`src/rtl/triangle_feeder.sv`:
```
// Triangle feeder: fetches three vertices per triangle from vertex memory
// and hands each triangle, with its job transforms, to the transformer.
package triangle_feeder_pkg;

    typedef struct packed {
        logic [15:0] x;
        logic [15:0] y;
        logic [15:0] z;
    } vertex_t;

    typedef struct packed {
        logic [11:0][15:0] m;
    } matrix_transform_t;

    typedef struct packed {
        vertex_t v0;
        vertex_t v1;
        vertex_t v2;
    } triangle_t;

    typedef struct packed {
        triangle_t         triangle;
        matrix_transform_t model;
        matrix_transform_t camera;
    } transform_setup_t;

endpackage

module triangle_feeder
    import triangle_feeder_pkg::*;
#(
    parameter int ADDR_W = 16,
    parameter int CNT_W  = 16
) (
    input  logic              clk,
    input  logic              rst,
    input  logic              start_valid,
    output logic              start_ready,
    input  logic [ADDR_W-1:0] start_base,
    input  logic [CNT_W-1:0]  start_count,
    input  matrix_transform_t start_model,
    input  matrix_transform_t start_camera,
    output logic              mem_rd_en,
    output logic [ADDR_W-1:0] mem_addr,
    input  vertex_t           mem_rd_data,
    output transform_setup_t  out_setup,
    output logic              out_valid,
    input  logic              out_ready,
    output logic              done,
    output logic              busy
);

    typedef enum logic [2:0] {
        IDLE,
        RD0,
        RD1,
        RD2,
        CAP,
        OUT
    } state_e;

    localparam logic [ADDR_W-1:0] ONE_A = ADDR_W'(1);
    localparam logic [CNT_W-1:0]  ONE_C = CNT_W'(1);

    state_e            state_q;
    logic [ADDR_W-1:0] addr_q;
    logic [ADDR_W-1:0] mem_addr_q;
    logic [CNT_W-1:0]  cnt_q;
    logic              rd_en_q;
    logic              valid_q;
    logic              done_q;
    logic              busy_q;
    logic              ready_q;
    transform_setup_t  setup_q;

    // addr_q always holds the next address to fetch; outputs are
    // registered, so each transition loads the values of the next state.
    always_ff @(posedge clk or negedge rst) begin
        if (!rst) begin
            state_q    <= IDLE;
            addr_q     <= '0;
            mem_addr_q <= '0;
            cnt_q      <= '0;
            rd_en_q    <= 1'b0;
            valid_q    <= 1'b0;
            done_q     <= 1'b0;
            busy_q     <= 1'b0;
            ready_q    <= 1'b0;
            setup_q    <= '0;
        end else begin
            done_q <= 1'b0;
            unique case (state_q)
                IDLE: begin
                    ready_q <= 1'b1;
                    if (start_valid && ready_q) begin
                        setup_q.model  <= start_model;
                        setup_q.camera <= start_camera;
                        cnt_q          <= start_count;
                        addr_q         <= start_base;
                        if (start_count == '0) begin
                            done_q <= 1'b1;
                        end else begin
                            state_q    <= RD0;
                            ready_q    <= 1'b0;
                            busy_q     <= 1'b1;
                            rd_en_q    <= 1'b1;
                            mem_addr_q <= start_base;
                            addr_q     <= start_base + ONE_A;
                        end
                    end
                end
                RD0: begin
                    state_q    <= RD1;
                    mem_addr_q <= addr_q;
                    addr_q     <= addr_q + ONE_A;
                end
                RD1: begin
                    setup_q.triangle.v0 <= mem_rd_data;
                    state_q    <= RD2;
                    mem_addr_q <= addr_q;
                    addr_q     <= addr_q + ONE_A;
                end
                RD2: begin
                    setup_q.triangle.v1 <= mem_rd_data;
                    state_q    <= CAP;
                    rd_en_q    <= 1'b0;
                    mem_addr_q <= '0;
                end
                CAP: begin
                    setup_q.triangle.v2 <= mem_rd_data;
                    state_q <= OUT;
                    valid_q <= 1'b1;
                end
                OUT: begin
                    if (out_ready) begin
                        valid_q <= 1'b0;
                        cnt_q   <= cnt_q - ONE_C;
                        if (cnt_q == ONE_C) begin
                            state_q <= IDLE;
                            done_q  <= 1'b1;
                            busy_q  <= 1'b0;
                            ready_q <= 1'b1;
                        end else begin
                            state_q    <= RD0;
                            rd_en_q    <= 1'b1;
                            mem_addr_q <= addr_q;
                            addr_q     <= addr_q + ONE_A;
                        end
                    end
                end
                default: begin
                    state_q <= IDLE;
                end
            endcase
        end
    end

    assign start_ready = ready_q;
    assign mem_rd_en   = rd_en_q;
    assign mem_addr    = mem_addr_q;
    assign out_setup   = setup_q;
    assign out_valid   = valid_q;
    assign done        = done_q;
    assign busy        = busy_q;

endmodule

```
`config.mk`:
```
export PLATFORM = sky130hd
export DESIGN_NAME = triangle_feeder
export DESIGN_NICKNAME = d
export VERILOG_FILES = /design/src/rtl/triangle_feeder.sv
export SDC_FILE = /design/constraint.sdc
export NUM_CORES = 1
export LEC_CHECK = 0
export BUFFER_PORTS_ARGS = -buffer_cell sky130_fd_sc_hd__buf_2
export CORE_AREA = 2 2 400 402
export DETAILED_ROUTE_END_ITERATION = 16
export DIE_AREA = 0 0 402 404
export GPL_ROUTABILITY_DRIVEN = 0
export PLACE_DENSITY = 0.42
export SYNTH_ARGS = -nofsm -noshare
export SYNTH_HDL_FRONTEND = slang
export SYNTH_SLANG_ARGS = --single-unit
```
`constraint.sdc`:
```
create_clock -name clk -period 2.5 [get_ports clk]
set_input_delay 0.5 -clock clk [delete_from_list [all_inputs] [get_ports clk]]
set_output_delay 0.5 -clock clk [all_outputs]
set_load 0.005 [all_outputs]
```
==> qor.txt <==
Final period util: 0.9237
CTS buffer count: 75
Syn_nets: 2811
GR Util All Layers: 0.1287
DP HPWL: 83430 µm
HP Class: in2reg
WL per Instance: 18.61 µm
Relative slew slack: 0.5599
Clock Path Buffers: 3
Final setup margin: 190.8 ps
Inst Count DP: 5414
Worst skew pair latency: 650 ps
Initial antenna violation count: 30
Initial Util: 0.1469
Synth cell types: 59
GRT Residual Overflow: 0
I/O pin count: 1017
Pleak: 19.01 nW
Die extent in x: 402 µm
Pwr/cell area: 1187 mW/mm²
Fillers: 17290
Yosys warns: 0
Worst vdd ir: 0.5633 mV
Routed wire length: 108600 µm
Fraction of registers with async set/reset: 1.000
Worst-margin pin slew: 660.1 ps
Max layer used: met5
Largest net degree at the start of global routing: 94
H-tree lvl count: 3
Routed met3 length: 7399 µm
Post-cts sizing count: 0
First-pass GRT wire length: 154700 µm
Post-Syn Instances: 2339
Status: finished clean
Crit path time final: 2309 ps
Row cnt: 146
Place WS: -88.72 ps
Iteration-0 DRC Markers: 1294
First-pass DRT Iterations: 5
Max-slew violation count: 0
Area Growth Syn to Fin: 58.84%
CTS clock-pin slew for the worst setup and hold paths: 60 ps
Final Non-Filler Cells: 5838
Placed Area: 0.03154 mm²
Routed length on met2: 54450 µm
Worst EP arrival: 2870 ps
Met1 wire length: 43210 µm
Fin. Hold Viols: 0
Die area: 0.1624 mm²
Core Area: 0.1578 mm²
Unrepaired setup endpoints after global routing: false
Syn avg cell area: 9.912 µm²
WHS: 77.23 ps
Crit path max fanout: 5
Setup violators final: 0
F_max: 0.4330 GHz
CP Launch Type: register
Top-area cell type share of the netlist area: 0.6304
CTS Sinks: 584
Via Count: 21840
Cell taking the most area after synthesis: dfrtp_1
Vias in the first global route: 22350
CTS root buffer: clkbuf_16
I/O Buffers: 1016
Ranking of synthesized cells by area: dfrtp_1, nand2_1, mux2_2
Avg Vias per Cell: 3.741
WS Path Type: reg2reg
Nets: 4172
Die Height: 404 µm
Clock Skew: 20.35 ps
Setup crit end kind: register
Top FF cell, synth: dfrtp_1
# DRC: 0
Post-Syn Area: 0.02318 mm²
Register area share after synthesis: 0.6304
Synth Register Bits: 584
Final core occ: 0.2333
Share of cells above drive strength 1: 0.3792
Antenna-violating nets left: 0
Critical Path RT: 3060 ps
Max Cap Viol: 0
Setup Buffers After CTS: 0
TritonCTS clock tree: yes
Post-synth EDFFs: 0
Design area: 0.03683 mm²
==> Yosys cell counts (3+ instances only) <==
master	n
or4_1	7
clkbuf_1	116
nand2b_1	3
and3_1	3
a22oi_1	5
mux2_2	150
nand2_1	1197
inv_1	9
o2bb2ai_1	5
a21o_1	4
a31oi_1	4
o32ai_1	3
nor4_1	13
nand3_1	13
nor4b_1	3
o22ai_1	5
nor2_1	26
buf_1	8
o21ai_0	29
nand4_1	9
xor2_1	5
ha_1	4
mux2_4	10
nor3_1	18
dfrtp_1	584
xnor2_1	8
a22o_1	12
or2_2	4
nor3b_1	3
a211oi_1	6
a21oi_1	28
o21a_1	5
o221ai_1	5
==> power breakdown <==
part | internal (mW) | total [mW] | switching (mW)
clock | 6.43 | 10.9 | 4.48
sequential | 13.9 | 16.4 | 2.46
combinational | 7.55 | 16.4 | 8.89
==> worst paths after layout <==
kind                             endpoint  cells past startpoint  slack [ps]              start
max                             cnt_q[11]                      5         190           cnt_q[3]
min                        out_setup[140]                      3          80  start_camera[140]
max reg2reg                     cnt_q[11]                      5         190           cnt_q[3]
min reg2reg                out_setup[183]                      2         460     out_setup[183]
max in group asynchronous  out_setup[176]                      3        1250                rst
min in group asynchronous      state_q[1]                      2         480                rst
==> per-stage QoR <==
step	total power, mW	TNS, ps
finish	43.71	0
global route	46.80	0
CTS	44.52	0
detailed placement	32.87	-1201
global placement	32.70	-1109
floorplan	23.69	-364.3
==> registers in the layout, summed over array words and instances (netlist names) <==
signal,count
state_q,3
mem_addr,16
out_valid,1
done,1
start_ready,1
mem_rd_en,1
cnt_q,16
addr_q,16
busy,1
out_setup,528
==> what timing repair did <==
item | in CTS | in global routing
hold buffers | 281 | 0
endpoints found under the hold margin | 299 | 0
setup endpoints to repair | 0 | 0
==> cells in the final DEF (no fill, tap or decap), types with 26 or more instances in the layout <==
cell type and instances:
nand2_1 1196, buf_2 1015, dfrtp_1 584, dlygate4sd3_1 281, mux2_2 150, buf_4 92, clkbuf_16 78, o21ai_0 29
a21oi_1 28, nor2_1 26
==> kinds of logic (layout without fill, tap and decap cells) <==
family | count (synthesis) | in the layout | share of synthesized area
muxes | 160 | 160 | 0.07933
other | 0 | 13 | 0
xor gates and xnor gates | 13 | 13 | 0.004911
and+or+nand+nor | 1310 | 1310 | 0.2214
AOI/OAI and AO/OA | 131 | 131 | 0.03853
adders and majority gates | 4 | 4 | 0.002159
DFF | 584 | 584 | 0.6304
buffers and inverters | 137 | 1551 | 0.02326
==> worst max-delay path: stages, from the launching register on <==
cell	delay, ps
dfrtp_1	420
or4_1	550
or4_1	560
or3_1	380
a21oi_1	160
a2bb2oi_1	160
==> per-layer routing <==
metal  up-vias  global-route usage
li1      10250                   -
met1     10660              0.1491
met2       725              0.2221
met3       183             0.03841
met4        18             0.05039
met5         -                   0
==> layout make-up <==
type                    instances  area [µm²]  area share
well taps                    2072        2592     0.07040
clock buffers                 105        2193     0.05956
inverters                      10       37.54    0.001019
clock inverters                25       249.0    0.006761
flip-flops and latches        584       14610      0.3968
diodes                         13       32.53   0.0008834
repair buffers               1411        9039      0.2454
multi-input cells            1618        8068      0.2191
Note: power is estimated with default switching activity, not from simulation.
